==> config.mk <==
export PLATFORM = sky130hd
export DESIGN_NAME = tlc_dir_scheduler_flat
export DESIGN_NICKNAME = d
export VERILOG_FILES = /design/src/rtl/tlc_dir_scheduler_if.sv /design/src/rtl/tlc_dir_scheduler.sv /design/src/flat_wrapper.sv
export SDC_FILE = /design/constraint.sdc
export NUM_CORES = 1
export LEC_CHECK = 0
export CAP_MARGIN = 0
export CELL_PAD_IN_SITES_DETAIL_PLACEMENT = 2
export CELL_PAD_IN_SITES_GLOBAL_PLACEMENT = 2
export CORE_AREA = 5 5 50 47
export DETAILED_ROUTE_END_ITERATION = 7
export DIE_AREA = 0 0 55 52
export DONT_BUFFER_PORTS = 1
export MAX_ROUTING_LAYER = met4
export PLACE_DENSITY_LB_ADDON = 0.1
export SETUP_SLACK_MARGIN = 0.02
export SLEW_MARGIN = 20
export SYNTH_ARGS = -nofsm -noshare
export SYNTH_HDL_FRONTEND = slang
export SYNTH_SLANG_ARGS = --single-unit
export TNS_END_PERCENT = 1
==> constraint.sdc <==
create_clock -name clk -period 1.3 [get_ports clk]
set_clock_uncertainty 0.2 [all_clocks]
set_input_delay 0.13 -clock clk [delete_from_list [all_inputs] [get_ports clk]]
set_output_delay 0.13 -clock clk [all_outputs]
set_load 0.05 [all_outputs]
==> src/rtl/tlc_dir_scheduler_if.sv <==
// Scheduler <-> combiner/sensor bundle: sensor requests and combiner ok in, direction grant and status out.
// The scheduler connects through the master modport; its environment uses slave.
interface tlc_dir_scheduler_if;
  logic [2:0] req;
  logic       ok;
  logic [1:0] dir;
  logic [2:0] pending;
  logic       busy;
  logic       served;
  logic       tmo;

  modport master (
    input  req, ok,
    output dir, pending, busy, served, tmo
  );

  modport slave (
    output req, ok,
    input  dir, pending, busy, served, tmo
  );
endinterface

==> src/rtl/tlc_dir_scheduler.sv <==
// Round-robin NS/EW/LT request scheduler; grant one cycle after pending is seen, held until an armed ok.
// Define TLC_SCHED_TIMEOUT_EN to abandon a grant after TIMEOUT SERVE cycles without a retire.
module tlc_dir_scheduler #(
  parameter int TIMEOUT = 255,
  parameter int TW      = 8
) (
  input logic               clk,
  input logic               rst,
  tlc_dir_scheduler_if.master bus
);

  localparam logic [1:0] M_NS = 2'd0;
  localparam logic [1:0] M_EW = 2'd1;
  localparam logic [1:0] M_LT = 2'd2;

  if (TIMEOUT >= (1 << TW)) begin : g_cfg_check
    $error("tlc_dir_scheduler: TW too narrow for TIMEOUT");
  end

  typedef enum logic {IDLE, SERVE} state_t;

  state_t     state_q, state_nxt;
  logic [1:0] dir_q, dir_nxt;
  logic [1:0] rr_q, rr_nxt;
  logic [2:0] pending_q, pending_nxt;
  logic       busy_q, busy_nxt;
  logic       served_q, served_nxt;
  logic       armed_q, armed_nxt;
  logic       retire, abandon;
  logic [1:0] pick, scan_idx;
  logic       pick_vld;

  function automatic logic [1:0] nxt_dir(input logic [1:0] d);
    case (d)
      M_NS:    return M_EW;
      M_EW:    return M_LT;
      default: return M_NS;
    endcase
  endfunction

  // State register plus the registered outputs computed below.
  always_ff @(posedge clk) begin
    if (rst) begin
      state_q   <= IDLE;
      dir_q     <= M_NS;
      rr_q      <= M_NS;
      pending_q <= 3'b000;
      busy_q    <= 1'b0;
      served_q  <= 1'b0;
      armed_q   <= 1'b0;
    end else begin
      state_q   <= state_nxt;
      dir_q     <= dir_nxt;
      rr_q      <= rr_nxt;
      pending_q <= pending_nxt;
      busy_q    <= busy_nxt;
      served_q  <= served_nxt;
      armed_q   <= armed_nxt;
    end
  end

  always_comb begin
    scan_idx = rr_q;
    pick     = rr_q;
    pick_vld = 1'b0;
    for (int k = 0; k < 3; k++) begin
      if (!pick_vld && pending_q[scan_idx]) begin
        pick     = scan_idx;
        pick_vld = 1'b1;
      end
      scan_idx = nxt_dir(scan_idx);
    end
  end

  // armed filters an ok left high from the previous grant of the same direction.
  assign retire = (state_q == SERVE) && armed_q && bus.ok;

`ifdef TLC_SCHED_TIMEOUT_EN
  logic [TW-1:0] cnt_q;
  logic          tmo_q;

  assign abandon = (state_q == SERVE) && !retire && (cnt_q == TW'(TIMEOUT - 1));

  always_ff @(posedge clk) begin
    if (rst) begin
      cnt_q <= '0;
      tmo_q <= 1'b0;
    end else begin
      tmo_q <= abandon;
      if (state_q == IDLE)
        cnt_q <= '0;
      else
        cnt_q <= cnt_q + 1'b1;
    end
  end

  assign bus.tmo = tmo_q;
`else
  assign abandon = 1'b0;
  assign bus.tmo = 1'b0;
`endif

  always_comb begin
    state_nxt = state_q;
    case (state_q)
      IDLE:    if (pick_vld) state_nxt = SERVE;
      SERVE:   if (retire || abandon) state_nxt = IDLE;
      default: state_nxt = IDLE;
    endcase
  end

  always_comb begin
    dir_nxt     = dir_q;
    rr_nxt      = rr_q;
    armed_nxt   = armed_q;
    served_nxt  = retire;
    busy_nxt    = (state_nxt == SERVE);
    // A request on the retiring cycle re-sets the bit being cleared.
    pending_nxt = (pending_q & ~(retire ? (3'b001 << dir_q) : 3'b000)) | bus.req;
    if (state_q == IDLE) begin
      if (pick_vld) begin
        dir_nxt   = pick;
        armed_nxt = 1'b0;
      end
    end else begin
      armed_nxt = armed_q | ~bus.ok;
      if (retire || abandon)
        rr_nxt = nxt_dir(dir_q);
    end
  end

  assign bus.dir     = dir_q;
  assign bus.pending = pending_q;
  assign bus.busy    = busy_q;
  assign bus.served  = served_q;

endmodule

==> src/flat_wrapper.sv <==
// flat-port wrapper written by rule: the top's interface ports become plain ports
module tlc_dir_scheduler_flat 
#(
  parameter int TIMEOUT = 255,
  parameter int TW      = 8
)
  (clk, rst, bus_req, bus_ok, bus_dir, bus_pending, bus_busy, bus_served, bus_tmo);
  tlc_dir_scheduler_if bus_i ();
  input logic clk;
  input logic rst;
  input wire logic [$bits(bus_i.req)-1:0] bus_req;
  input wire logic [$bits(bus_i.ok)-1:0] bus_ok;
  output wire logic [$bits(bus_i.dir)-1:0] bus_dir;
  output wire logic [$bits(bus_i.pending)-1:0] bus_pending;
  output wire logic [$bits(bus_i.busy)-1:0] bus_busy;
  output wire logic [$bits(bus_i.served)-1:0] bus_served;
  output wire logic [$bits(bus_i.tmo)-1:0] bus_tmo;
  assign bus_i.req = bus_req;
  assign bus_i.ok = bus_ok;
  assign bus_dir = bus_i.dir;
  assign bus_pending = bus_i.pending;
  assign bus_busy = bus_i.busy;
  assign bus_served = bus_i.served;
  assign bus_tmo = bus_i.tmo;
  tlc_dir_scheduler #(.TIMEOUT(TIMEOUT), .TW(TW)) u_core (.clk(clk), .rst(rst), .bus(bus_i));
endmodule
==> impl_metrics.yaml <==
sta:
  tns_ns: -0.0427
  finalCriticalPeriod_ns: 1.33
  finalWorstSetupSlack_ns: -0.0287
  drv_slew: 0
  rsz0062_at_grt: "true"
  hold-worst-slack_ns: -0.287
  setup_viol: 2
  hold_violations: 10
  fmax_mhz: 753
  timing.final.crit_share_pct: 102
power:
  swShare_pct: 32.2
  seqPwrFrac_pct: 42.3
  ir_drop_uv: 516
  power_density_nw_per_um2: 1300
  p_clk_share_pct: 33.2
  p_int_uw: 576
  p_leak_nw: 0.241
  power_frac_comb_pct: 24.6
  switchingPower_uw: 273
route:
  firstDrtPassIters: 2
  drt_iter0_drc: 2
  drc: 0
  routed_via_density: 4.97
  vias: 447
  finalWirelength_um: 1530
  avgRoutedWirePerCell_um: 17.0
  ant_nets: 0
synth:
  yosys_warnings: 0
  ys_seq_area_share_pct: 42.9
  synth_cell_types: 26
  synth_area_leader_cell: "dfxtp_1"
  synth_cells: 55
  ys_top_cells_by_area: "dfxtp_1 (43%), a21oi_1 (5.4%), o21ba_2 (4.3%)"
  synth_fp_nets: 61
  synth.top_cell.area_share_pct: 42.9
  syn_area_per_cell_um2: 8.49
  synthesis.area_um2: 467
  synth-seq-cells: 10
status:
  violations: "hold timing, setup timing"
  outcome: "finished with violations"
critical_path:
  cp_max_fo: 5
  worstPathCellList: "buf_6 -> a211o_1 -> a311oi_1"
  cp-end-kind: "flop"
  critPathLaunchType: "flop"
  r2r_end: "u_core.bus.dir[1]"
  arrival_ns: 1.30
  ff2ff_path_depth: 3
  r2r-start: "u_core.bus.pending[0]"
  path_class: "reg2reg"
  cp_data_required_time_ns: 1.27
  slowest_delay_ns: 0.36
  r2r_slack_ns: -0.03
  critPathTopFamily: "compound AO/OA/AOI/OAI gates"
  cp_slowest_cell: "dfxtp_4"
  critPathBufInv: 1
grt:
  top_usage_layer: "met2"
  grt_max_degree: 11
  use_met2_pct: 21.7
  gr-usage-all-layers_pct: 12.8
  grt_pass1_vias: 510
  grt_overflow_total: 0
  grt_pass1_wl_um: 2460
  grtUsageMet1_pct: 13.9
  antenna_found_initial: 0
  met3_usage_pct: 3.72
die:
  die_y_um: 52
  ioPinCount: 14
  core_um2: 1820
  start_util_pct: 25.6
  die_w_um: 55
  placementRows: 15
  die_area_um2: 2860
clocking:
  clk_pin_slew_ns: 0.07
  clk_latency_ns: 0.27
  cts_sinks: 10
  cts_tree: "yes"
  cts_buffer_depth: 2
  clockRootBuffer: "clkbuf_4"
  post_cts_buffers: 0
  htreeDepth: 1
  numCtsBuffers: 3
layout:
  nNetsFinal: 72
  final_area_um2: 656
  layout-drive-gt1-share_pct: 41.5
  filler_cell_count: 210
  antenna_cells: 0
  synthToLayoutAreaGrowth_pct: 40.5
  fin_util_pct: 36.0
  fin_cells: 90
job:
  cap_violations: 0
placement:
  dp_cells: 86
  place_area_um2: 568
  io_buffers: 0
  dpl.hpwl_um: 1130
  gp_congestion: 0.751
hold_path:
  worst_hold_path.endpoint: "u_core.rr_q[1]"
  min_path_cells: 1
  hold_start: "rst"
  hold_class: "in2reg"
[worst register-to-register path: stages, from the launching register on]
cell	delay (ns)
dfxtp_4	0.36
buf_6	0.12
a211o_1	0.29
a311oi_1	0.26
[worst max path at each step]
stage | slack [ns] | cells past startpoint | start | endpoint
CTS | -0.04 | 3 | u_core.bus.pending[1] | u_core.bus.dir[1]
global placement | -0.03 | 3 | u_core.rr_q[1] | u_core.bus.dir[1]
floorplan | -0.03 | 2 | u_core.bus.dir[1] | u_core.bus.pending[2]
finish | -0.03 | 3 | u_core.bus.pending[0] | u_core.bus.dir[1]
detailed placement | -0.07 | 3 | u_core.rr_q[1] | u_core.bus.dir[0]
global route | -0.08 | 3 | u_core.bus.pending[0] | u_core.bus.dir[1]
[Yosys cell counts]
cell type,count
o211ai_1,1
nor2b_1,2
nand2b_1,3
o31ai_1,1
or3_1,1
a21o_1,1
a32oi_1,1
o21ai_0,2
a21oi_1,5
a21boi_0,1
clkbuf_1,1
dfxtp_1,10
a211o_1,1
and2b_1,1
nor2_1,3
or2_0,1
nand2_1,3
inv_1,5
o21ba_2,2
nand3_1,1
conb_1,1
nor3_1,2
a211oi_1,2
a311oi_1,2
nor4b_1,1
buf_4,1
[cells by family (layout without fill, tap and decap cells)]
group | count (synthesis) | after routing | share of synthesized area (%)
AOI/OAI and AO/OA | 19 | 19 | 29.0
buffers and inverters | 7 | 17 | 6.43
DFF | 10 | 10 | 42.9
other | 1 | 1 | 0.804
and+or+nand+nor | 18 | 18 | 20.9
[layer usage]
layer  routed length (um)  share of wire, %  vias to the layer above
met3                   60               3.9                        2
met4                    9              0.59                        0
li1                     -                 -                      211
met5                    0                 0                        -
met1                  656                43                      227
met2                  805                53                        7
[power by group through the flow]
| stage | Clock [mW] | Sequential [mW] | Combinational, mW |
|---|---|---|---|
| 6_report | 0.282 | 0.359 | 0.209 |
| 5_1_grt | 0.309 | 0.362 | 0.221 |
| 4_1_cts | 0.296 | 0.359 | 0.202 |
| 3_5_place_dp | 0 | 0.362 | 0.186 |
| 3_3_place_gp | 0 | 0.359 | 0.179 |
| 2_1_floorplan | 0 | 0.421 | 0.0711 |
[cell type report]
type | count | area, um^2 | share of cell area [%]
clock buffer | 4 | 36.3 | 5.53
inverter | 5 | 18.8 | 2.86
multi-input combinational | 38 | 279 | 42.6
sequential | 10 | 223 | 34.0
tap | 25 | 31.3 | 4.77
timing repair buffer | 8 | 67.6 | 10.3
[state kept, by name, summed over array words and instances (netlist names)]
signal / flops
u_core.armed_q: 1
u_core.bus.busy: 1
u_core.bus.dir: 2
u_core.bus.pending: 3
u_core.bus.served: 1
u_core.rr_q: 2
[stage by stage]
step / power, mW / setup WS, ns
4_1_cts: 0.857 / -0.0356
5_1_grt: 0.892 / -0.0816
6_report: 0.849 / -0.0287
3_5_place_dp: 0.548 / -0.0714
2_1_floorplan: 0.492 / -0.0309
3_3_place_gp: 0.538 / -0.0295
[placed cells by master, fill, tap and decap left out, types with 2 or more instances in the layout]
| master | count |
|---|---|
| buf_6 | 2 |
| nand2b_1 | 3 |
| a21oi_1 | 5 |
| clkbuf_4 | 3 |
| nand2_1 | 3 |
| dfxtp_1 | 2 |
| dfxtp_2 | 3 |
| buf_4 | 6 |
| dfxtp_4 | 5 |
| o21ai_0 | 2 |
| inv_1 | 5 |
| nor2_1 | 3 |
| nor3_1 | 2 |
| a211oi_1 | 2 |
[repair_timing]
item	4_1_cts	5_1_grt
gates cloned	0	0
pin swaps	3	2
gates resized for setup	8	4
setup endpoints to repair	6	6
hold endpoints to repair	10	10
(Power assumes the default switching activity.)
